[src/rtl/ara_region_profiler.sv]
// ----------------------------------------------------------------------------
// ara_region_profiler
//
// Multi-channel profiler for vector code regions. A region opens on the first
// vector request while software enables counting. It closes with a snapshot
// once Ara has drained to idle and no request is outstanding. While the region
// is open, a runtime counter and NrEvents event counters run. All of them
// saturate at all-ones and set a sticky overflow flag. Each snapshot is pushed
// into a small FIFO that a consumer pops over valid/ready. Snapshots that
// arrive while the FIFO is full are counted in a saturating drop counter.
//
// Ports
//   clk_i, rst_i         clock, synchronous active-high reset
//   clear_i              synchronous flush of counters, FIFO, drop count, FSM
//   sw_en_i              software enable; gates region start and region exit
//   acc_req_valid_i      vector instruction dispatched to Ara this cycle
//   ara_idle_i           Ara idle
//   event_i              per-channel event strobes
//   active_o             region open (FSM in RUN)
//   snap_valid_o/ready_i FIFO head handshake
//   snap_runtime_o       head: region cycle count
//   snap_events_o        head: event counts, channel i at [i*CntWidth +: CntWidth]
//   snap_ovf_o           head: sticky saturation flags, bit NrEvents = runtime
//   drop_cnt_o           snapshots lost to a full FIFO, saturating at 255
// ----------------------------------------------------------------------------
module ara_region_profiler #(
    parameter int unsigned NrEvents = 4,
    parameter int unsigned CntWidth = 64,
    parameter int unsigned Depth    = 4
) (
    input  logic                         clk_i,
    input  logic                         rst_i,
    input  logic                         clear_i,
    input  logic                         sw_en_i,
    input  logic                         acc_req_valid_i,
    input  logic                         ara_idle_i,
    input  logic [NrEvents-1:0]          event_i,
    output logic                         active_o,
    output logic                         snap_valid_o,
    input  logic                         snap_ready_i,
    output logic [CntWidth-1:0]          snap_runtime_o,
    output logic [NrEvents*CntWidth-1:0] snap_events_o,
    output logic [NrEvents:0]            snap_ovf_o,
    output logic [7:0]                   drop_cnt_o
);

    localparam int unsigned PtrW = (Depth > 1) ? $clog2(Depth) : 1;
    localparam logic [0:0]  StIdle = 1'b0;
    localparam logic [0:0]  StRun  = 1'b1;
    localparam logic [CntWidth-1:0] CntMax  = '1;
    localparam logic [PtrW:0]       CntFull = (PtrW+1)'(Depth);

    // ------------------------------------------------------------------
    // Region FSM
    // ------------------------------------------------------------------
    logic [0:0] state_reg;
    logic       pending_reg;
    logic       flush;
    logic       start;
    logic       snap;
    logic       running;

    assign flush   = rst_i | clear_i;
    assign running = (state_reg == StRun);
    assign start   = (state_reg == StIdle) & sw_en_i & acc_req_valid_i;
    // A region is reported only after a request has been seen since the last
    // snapshot. Without that, an idle Ara would spam identical snapshots.
    assign snap    = running & pending_reg & ara_idle_i & ~acc_req_valid_i;

    always_ff @(posedge clk_i) begin
        if (flush) begin
            state_reg   <= StIdle;
            pending_reg <= 1'b0;
        end else if (start) begin
            state_reg   <= StRun;
            pending_reg <= 1'b1;
        end else if (running) begin
            if (snap) begin
                pending_reg <= 1'b0;
                if (!sw_en_i) begin
                    state_reg <= StIdle;
                end
            end else if (acc_req_valid_i) begin
                pending_reg <= 1'b1;
            end
        end
    end

    assign active_o = running;

    // ------------------------------------------------------------------
    // Saturating counters. They keep counting through a snapshot, so later
    // snapshots of the same region report cumulative values.
    // ------------------------------------------------------------------
    logic [CntWidth-1:0]          runtime_reg;
    logic                         rt_ovf_reg;
    logic [NrEvents*CntWidth-1:0] ev_vec;
    logic [NrEvents-1:0]          ev_ovf;

    always_ff @(posedge clk_i) begin
        if (flush || start) begin
            runtime_reg <= '0;
            rt_ovf_reg  <= 1'b0;
        end else if (running) begin
            if (runtime_reg == CntMax) begin
                rt_ovf_reg <= 1'b1;
            end else begin
                runtime_reg <= runtime_reg + CntWidth'(1);
            end
        end
    end

    generate
        for (genvar gi = 0; gi < NrEvents; gi++) begin : g_ch
            logic [CntWidth-1:0] cnt_reg;
            logic                ovf_reg;

            always_ff @(posedge clk_i) begin
                if (flush || start) begin
                    cnt_reg <= '0;
                    ovf_reg <= 1'b0;
                end else if (running && event_i[gi]) begin
                    if (cnt_reg == CntMax) begin
                        ovf_reg <= 1'b1;
                    end else begin
                        cnt_reg <= cnt_reg + CntWidth'(1);
                    end
                end
            end

            assign ev_vec[gi*CntWidth +: CntWidth] = cnt_reg;
            assign ev_ovf[gi]                      = ovf_reg;
        end
    endgenerate

    // ------------------------------------------------------------------
    // Snapshot FIFO
    // ------------------------------------------------------------------
    logic [CntWidth-1:0]          mem_rt  [Depth];
    logic [NrEvents*CntWidth-1:0] mem_ev  [Depth];
    logic [NrEvents:0]            mem_ovf [Depth];

    logic [PtrW-1:0] wr_ptr_reg;
    logic [PtrW-1:0] rd_ptr_reg;
    logic [PtrW:0]   count_reg;
    logic [7:0]      drop_cnt_reg;
    logic            push;
    logic            pop;
    logic            full;
    logic            wr_en;
    logic            drop;

    assign push  = snap & ~flush;
    assign pop   = snap_valid_o & snap_ready_i;
    assign full  = (count_reg == CntFull);
    // When the FIFO is full, a pop in the same cycle frees the head slot. That
    // slot is the one wr_ptr points at, so the new entry lands at the tail.
    assign wr_en = push & (~full | pop);
    assign drop  = push & full & ~pop;

    always_ff @(posedge clk_i) begin
        if (flush) begin
            wr_ptr_reg   <= '0;
            rd_ptr_reg   <= '0;
            count_reg    <= '0;
            drop_cnt_reg <= '0;
        end else begin
            if (wr_en) begin
                wr_ptr_reg <= wr_ptr_reg + PtrW'(1);
            end
            if (pop) begin
                rd_ptr_reg <= rd_ptr_reg + PtrW'(1);
            end
            case ({wr_en, pop})
                2'b10:   count_reg <= count_reg + (PtrW+1)'(1);
                2'b01:   count_reg <= count_reg - (PtrW+1)'(1);
                default: count_reg <= count_reg;
            endcase
            if (drop && (drop_cnt_reg != 8'hFF)) begin
                drop_cnt_reg <= drop_cnt_reg + 8'd1;
            end
        end
    end

    always_ff @(posedge clk_i) begin
        if (wr_en) begin
            mem_rt[wr_ptr_reg]  <= runtime_reg;
            mem_ev[wr_ptr_reg]  <= ev_vec;
            mem_ovf[wr_ptr_reg] <= {rt_ovf_reg, ev_ovf};
        end
    end

    // The head is read combinationally and forced to zero when empty, so stale
    // storage never shows after a flush.
    assign snap_valid_o   = (count_reg != '0);
    assign snap_runtime_o = snap_valid_o ? mem_rt[rd_ptr_reg]  : '0;
    assign snap_events_o  = snap_valid_o ? mem_ev[rd_ptr_reg]  : '0;
    assign snap_ovf_o     = snap_valid_o ? mem_ovf[rd_ptr_reg] : '0;
    assign drop_cnt_o     = drop_cnt_reg;

endmodule

[config.mk]
export PLATFORM = sky130hd
export DESIGN_NAME = ara_region_profiler
export DESIGN_NICKNAME = d
export VERILOG_FILES = /design/src/rtl/ara_region_profiler.sv
export SDC_FILE = /design/constraint.sdc
export NUM_CORES = 2
export LEC_CHECK = 0
export BUFFER_PORTS_ARGS = -buffer_cell sky130_fd_sc_hd__buf_2
export CORE_UTILIZATION = 65
export CTS_CLUSTER_SIZE = 12
export DETAILED_ROUTE_END_ITERATION = 16
export MAX_ROUTING_LAYER = met4
export PLACE_DENSITY = 0.84
export RECOVER_POWER = 100
export SLEW_MARGIN = 20
export SYNTH_ARGS = -nofsm -noshare
export SYNTH_HDL_FRONTEND = slang
export SYNTH_SLANG_ARGS = --single-unit
export TNS_END_PERCENT = 30
[constraint.sdc]
create_clock -name clk_i -period 14.14 [get_ports clk_i]
set_input_delay 0.707 -clock clk_i [delete_from_list [all_inputs] [get_ports clk_i]]
set_output_delay 0.707 -clock clk_i [all_outputs]
set_load 0.05 [all_outputs]
# == Word level (Yosys, flattened, before mapping) ==
# Memory sizes are Yosys's and may differ from the RTL's. A register that Yosys moved wholly into a read port is not among the register bits.
# Index checks and enable logic that the tools add are counted.
# totals
romBits,0
wordCells,101
memories,3
ff_bits,342
out_inout_bits,335
latchBits,0
mem_bits_rw,1300
# op_classes
bitwise_logic,22
n_lt_le_gt_ge,0
reduce_logical,21
addsub,10
mul,0
div,0
n_eq_ne,9
n_mux,20
shifts,0
# mem_list
memory,depth,word_bits,rd,rd_ports_with_merged_regs,write_ports,line,source
mem_ev,4,256,1,1,1,140,logic [NrEvents*CntWidth-1:0] mem_ev [Depth];
mem_rt,4,64,1,1,1,139,logic [CntWidth-1:0] mem_rt [Depth];
mem_ovf,4,5,1,1,1,141,logic [NrEvents:0] mem_ovf [Depth];
# ops
op,n
$add 64x1->64 const B,5
$eq 64x64->1 const B,5
$mux 256,1
$mux 64,1
$reduce_and 2->1,11
$mux 2,6
$and 1x1->1,10
$mux 1,10
$not 1->1,10
$add 8x1->8 const B,1
$ne 8x8->1 const B,1
$pmux 3 s2,1
$reduce_bool 3->1,2
$logic_and 1x1->1,5
$mux 5,1
$add 2x1->2 const B,2
$reduce_bool 2->1,2
$add 3x1->3 const B,1
$eq 3x3->1 const B,1
$sub 3x1->3 const B,1
$eq 2x1->1 const B,1
$eq 2x2->1 const B,1
$or 1x1->1,2
$logic_or 1x1->1,1

# == Depth between registers and ports, before layout ==
# logic_depth
ltp_word,7
ltp_mapped,10
mapped_depth_nobuf,8

# == Worst setup path after synthesis ==
# No wires, ideal clock.
# synth_timing
kind,reg-to-reg
start,reg state_reg (netlist: active_o)
end,"mem mem_ev[0][0] (netlist bit), enable pin"
arrival_ns,9.094
setup_time_ns,0.729
path_buffers,2
path_stages_with_launch,7
setup_slack_ns,4.318
path_cell_list,dfxtp_1 -> clkbuf_1 -> and3b_1 -> nand3_1 -> clkbuf_1 -> nor2b_1 -> and2_1
# synth_between
elab_chain_len,7
# synth_rtl
element,line,source
start: declaration,56,logic [0:0] state_reg;
start signal: assignment,72,state_reg <= StIdle;
start signal: assignment,75,state_reg <= StRun;
start signal: assignment,81,state_reg <= StIdle;
$and 1x1->1 (3 in series),68,assign snap = running & pending_reg & ara_idle_i & ~acc_req_valid_i;
$and 1x1->1,153,assign push = snap & ~flush;
$and 1x1->1,158,assign wr_en = push & (~full | pop);
$mux 1,186,if (wr_en) begin
$mux 1 (implied by the code),188,mem_ev[wr_ptr_reg] <= ev_vec;
end: declaration,140,
# No other way between the ends.

# == Final worst setup path ==
# layout_timing
start,reg count_reg[2]
end,out snap_runtime_o[58]
# layout_between
elab_chain_len,2
# layout_rtl
element,line,source
start: declaration,145,logic [PtrW:0] count_reg;
start signal: assignment,175,2'b10: count_reg <= count_reg + (PtrW+1)'(1);
start signal: assignment,176,2'b01: count_reg <= count_reg - (PtrW+1)'(1);
start signal: assignment,177,default: count_reg <= count_reg;
$reduce_bool 3->1,195,assign snap_valid_o = (count_reg != '0);
$mux 64,196,assign snap_runtime_o = snap_valid_o ? mem_rt[rd_ptr_reg] : '0;
end: declaration,41,"output logic [CntWidth-1:0] snap_runtime_o,"
# No other way between the ends.

==> results.md <==
* Pwr/cell area at 125 nW/um^2
* Number of port buffers at 345
* RePlAce Congestion at 0.876
* Simple-gate share of the synthesized area at 12.4%
* Post-synthesis mux area share at 11.4%
* CP required at 13.43 ns
* #FFs+latches synth at 1644
* Hold Crit Class: in2reg
* Startpoint Class: flop
* Crit share post-route at 67.7%
* CP arrival at 8.86 ns
* Clock Latency Late Sink at 0.77 ns
* Via density at 6.59
* Adder-cell share of the synthesized area at 0.218%
* Crit end category: primary output
* Syn avg cell area at 15.6 um^2
* Nets@finish at 4621
* Critical path's largest stage delay at 3.02 ns
* Metal2 WL at 73.8 mm
* Leak at 19.3 nW
* Die width at 322 um
* Placeable Area at 101000 um^2
* Yosys top cell area share at 58.7%
* Register area share after synthesis at 69.1%
* Slowest CP cell: clkbuf_1
* RSZ-0062 raised after global routing: no
* Violated checks: max-capacitance violations, max-slew violations
* Largest family of logic cells by synthesized area: simple AND/OR/NAND/NOR gates
* Tot GR Track Use at 30.1%
* Async set-reset flop share out of synthesis at 0%
* Post-synth top area cell: edfxtp_1
* Max-slew violation count at 1226
* Hold Path Stages at 3
* Fin area at 74200 um^2
* Synth Area in Compound Gates at 3.98%
* CP top delay family: buffers and inverters
* Post-synth EDFFs at 1300
* Top post-synthesis cells by area: edfxtp_1 59%, mux4_2 11%, dfxtp_1 10%, and2_1 3.2%, a21oi_1 1.3%
* # DRC at 0
* Vias in the first global route at 40200
* Cell depth of the worst flop-to-flop path at 6
* Largest net degree at the start of global routing at 163
* Post-Place Cell Area at 69500 um^2
* Setup-failing EPs final at 0
* Die Area at 104000 um^2
* CP Cell Sequence: or3_1 > clkbuf_1 > clkbuf_1 > and2_1 > clkbuf_1
* Row Count at 116
* Min cycle time layout at 9.57 ns
* Worst hold start: acc_req_valid_i
* Post-Syn Instances at 4265
* Post-DP HPWL at 85.5 mm
* Reg2reg setup slack at 4.65 ns
* Met1 WL at 57.2 mm
* Clock slew at reported path FFs at 0.06 ns
* DR top layer: met4
* Postcts setup bufs at 0
* Capturing point of the worst reg2reg path: mem_ev[0][80]$_DFFE_PP_
* Status: finished with violations
* WL met3 at 13.6 mm
* CTS resizes at 0
* Number of buffers created by CTS at 162
* Crit-path max FO at 107
* Slew @ Worst Pin at 5.10 ns
* Post-Synth XOR/XNOR Area at 1.34%
* Setup TNS at 0 ns
* Endpoints failing hold at 0
* Final WL at 150 mm
* Via count at 40200
* Reg2reg start: active_o$_SDFF_PP0_
* Clk_skew at 0.0256 ns
* Mapped cell area at 66500 um^2
* Netlist cell types at 72
* Max reg flops at 1024
* CTS hold repair buffers at 0
* Drt initial violations at 4487
* VDD IR-drop max at 0.117 mV
* Peak Freq at 105 MHz
* CP Class: reg2out
* Synth Net Count at 4287
* # H-tree levels at 4
* CTS max path bufs at 3
* Hold-critical path endpoint: pending_reg$_SDFFE_PP0P_
* Share of cells above drive strength 1 at 16.3%
* Initial Util at 66.0%
* CTS tree: built
* Ys flop type: edfxtp_1
* DRT Pass-1 Iters at 6
* Final-layout fill cell count at 5982
* Crit path buf inv count at 3
* Root Buffer: clkbuf_16
* Wirelength per Cell at 24.5 um
* Initial antenna violation count at 2
* Cell mode on critical path: clkbuf_1
* Worst rel slew slack at -240%
* Max_cap viols at 21
* YS warnings at 0
* Layout area overhead at 11.6%
* I/O pins at 346
* Post-route ant nets at 0
* Grt total ovfl at 0
* # clock sinks at 1644
* First-pass GRT wire length at 232 mm
* Chip Height at 322 um
layout make-up:
cell class	count	area, um^2	area share, %
sequential	1644	45900	61.9
antenna	1	2.50	0.00337
tap	1357	1700	2.29
clock buffer	282	4730	6.38
inverter	36	135	0.182
multi-input combinational	2365	19600	26.4
clock inverter	22	244	0.329
timing repair buffer	390	1850	2.50
stage by stage:
stage / setup WS [ns] / utilization, % / instances / hold slack, ns / total power [mW]
floorplan: 4.32 / - / 4265 / 0.451 / 5.28
finish: 4.57 / 73.7 / 6097 / 0.249 / 9.24
global placement: 8.92 / 69.0 / 5790 / 0.472 / 5.29
CTS: 8.06 / 73.9 / 6094 / 0.200 / 9.28
global route: 3.94 / 73.7 / 6097 / 0.265 / 9.48
detailed placement: 8.89 / 69.0 / 5790 / 0.470 / 5.29
how the worst max path moves through the flow:
stage	start	to	slack (ns)	cells after the start
2_1_floorplan	active_o$_SDFF_PP0_	mem_ev[0][0]$_DFFE_PP_	4.32	6
3_3_place_gp	flop	snap_ovf_o[4]	8.92	6
3_5_place_dp	flop	snap_ovf_o[4]	8.89	6
4_1_cts	flop	snap_runtime_o[57]	8.06	6
5_1_grt	count_reg[2]$_SDFFE_PP0P_	snap_runtime_o[58]	3.94	5
6_report	count_reg[2]$_SDFFE_PP0P_	snap_runtime_o[58]	4.57	5
per-layer routing:
metal | vias to the layer above | global-route usage [%]
met4 | 0 | 11.1
met5 | - | -
met2 | 2128 | 47.6
met3 | 366 | 5.39
li1 | 17500 | -
met1 | 20100 | 39.6
cells in the final DEF, fill, tap and decap left out, types with 144 or more instances in the layout:
cell type / instances
a21oi_1: 174
mux4_2: 325
nand3_1: 153
dfxtp_1: 342
nand2_1: 203
and2_0: 144
nor2_1: 172
edfxtp_1: 1300
buf_2: 157
clkbuf_1: 309
clkbuf_16: 169
and2_1: 202
report_power, final:
group / internal, mW / switching [mW] / leakage (nW)
Clock: 2.31 / 1.75 / 2.38
Sequential: 5.14 / 0.000639 / 12.1
Combinational: 0.00828 / 0.0350 / 4.77
Total: 7.46 / 1.78 / 19.3
worst min-delay path, delay by kind of cell:
family | cells | cell delay, ns
buf+inv | 1 | 0.12
compound gates | 2 | 0.13
Yosys cell counts (32+ instances only):
| master | count |
|---|---|
| edfxtp_1 | 1300 |
| and2_1 | 345 |
| dfxtp_1 | 344 |
| mux4_2 | 325 |
| nand2_1 | 203 |
| a21oi_1 | 174 |
| nor2_1 | 174 |
| clkbuf_1 | 159 |
| nand3_1 | 153 |
| or3_1 | 113 |
| or4_1 | 106 |
| nand4_1 | 105 |
| o21ai_0 | 102 |
| o31ai_1 | 75 |
| xnor2_1 | 67 |
| nor4_1 | 66 |
| nor3_1 | 60 |
| buf_1 | 44 |
| inv_1 | 36 |
| xor2_1 | 35 |
| and4_1 | 32 |
| or2_2 | 32 |
cell families (layout without fill, tap and decap cells):
logic type               after synthesis  after routing
AO/OA/AOI/OAI                        439            439
XOR/XNOR                             102            102
adder cells (fa/ha/maj)               11             11
buffers and inverters                256            730
flip-flops                          1644           1644
multiplexers                         352            352
other                                  0              1
AND/OR/NAND/NOR                     1461           1461
Power figures use the tool's default switching activity.
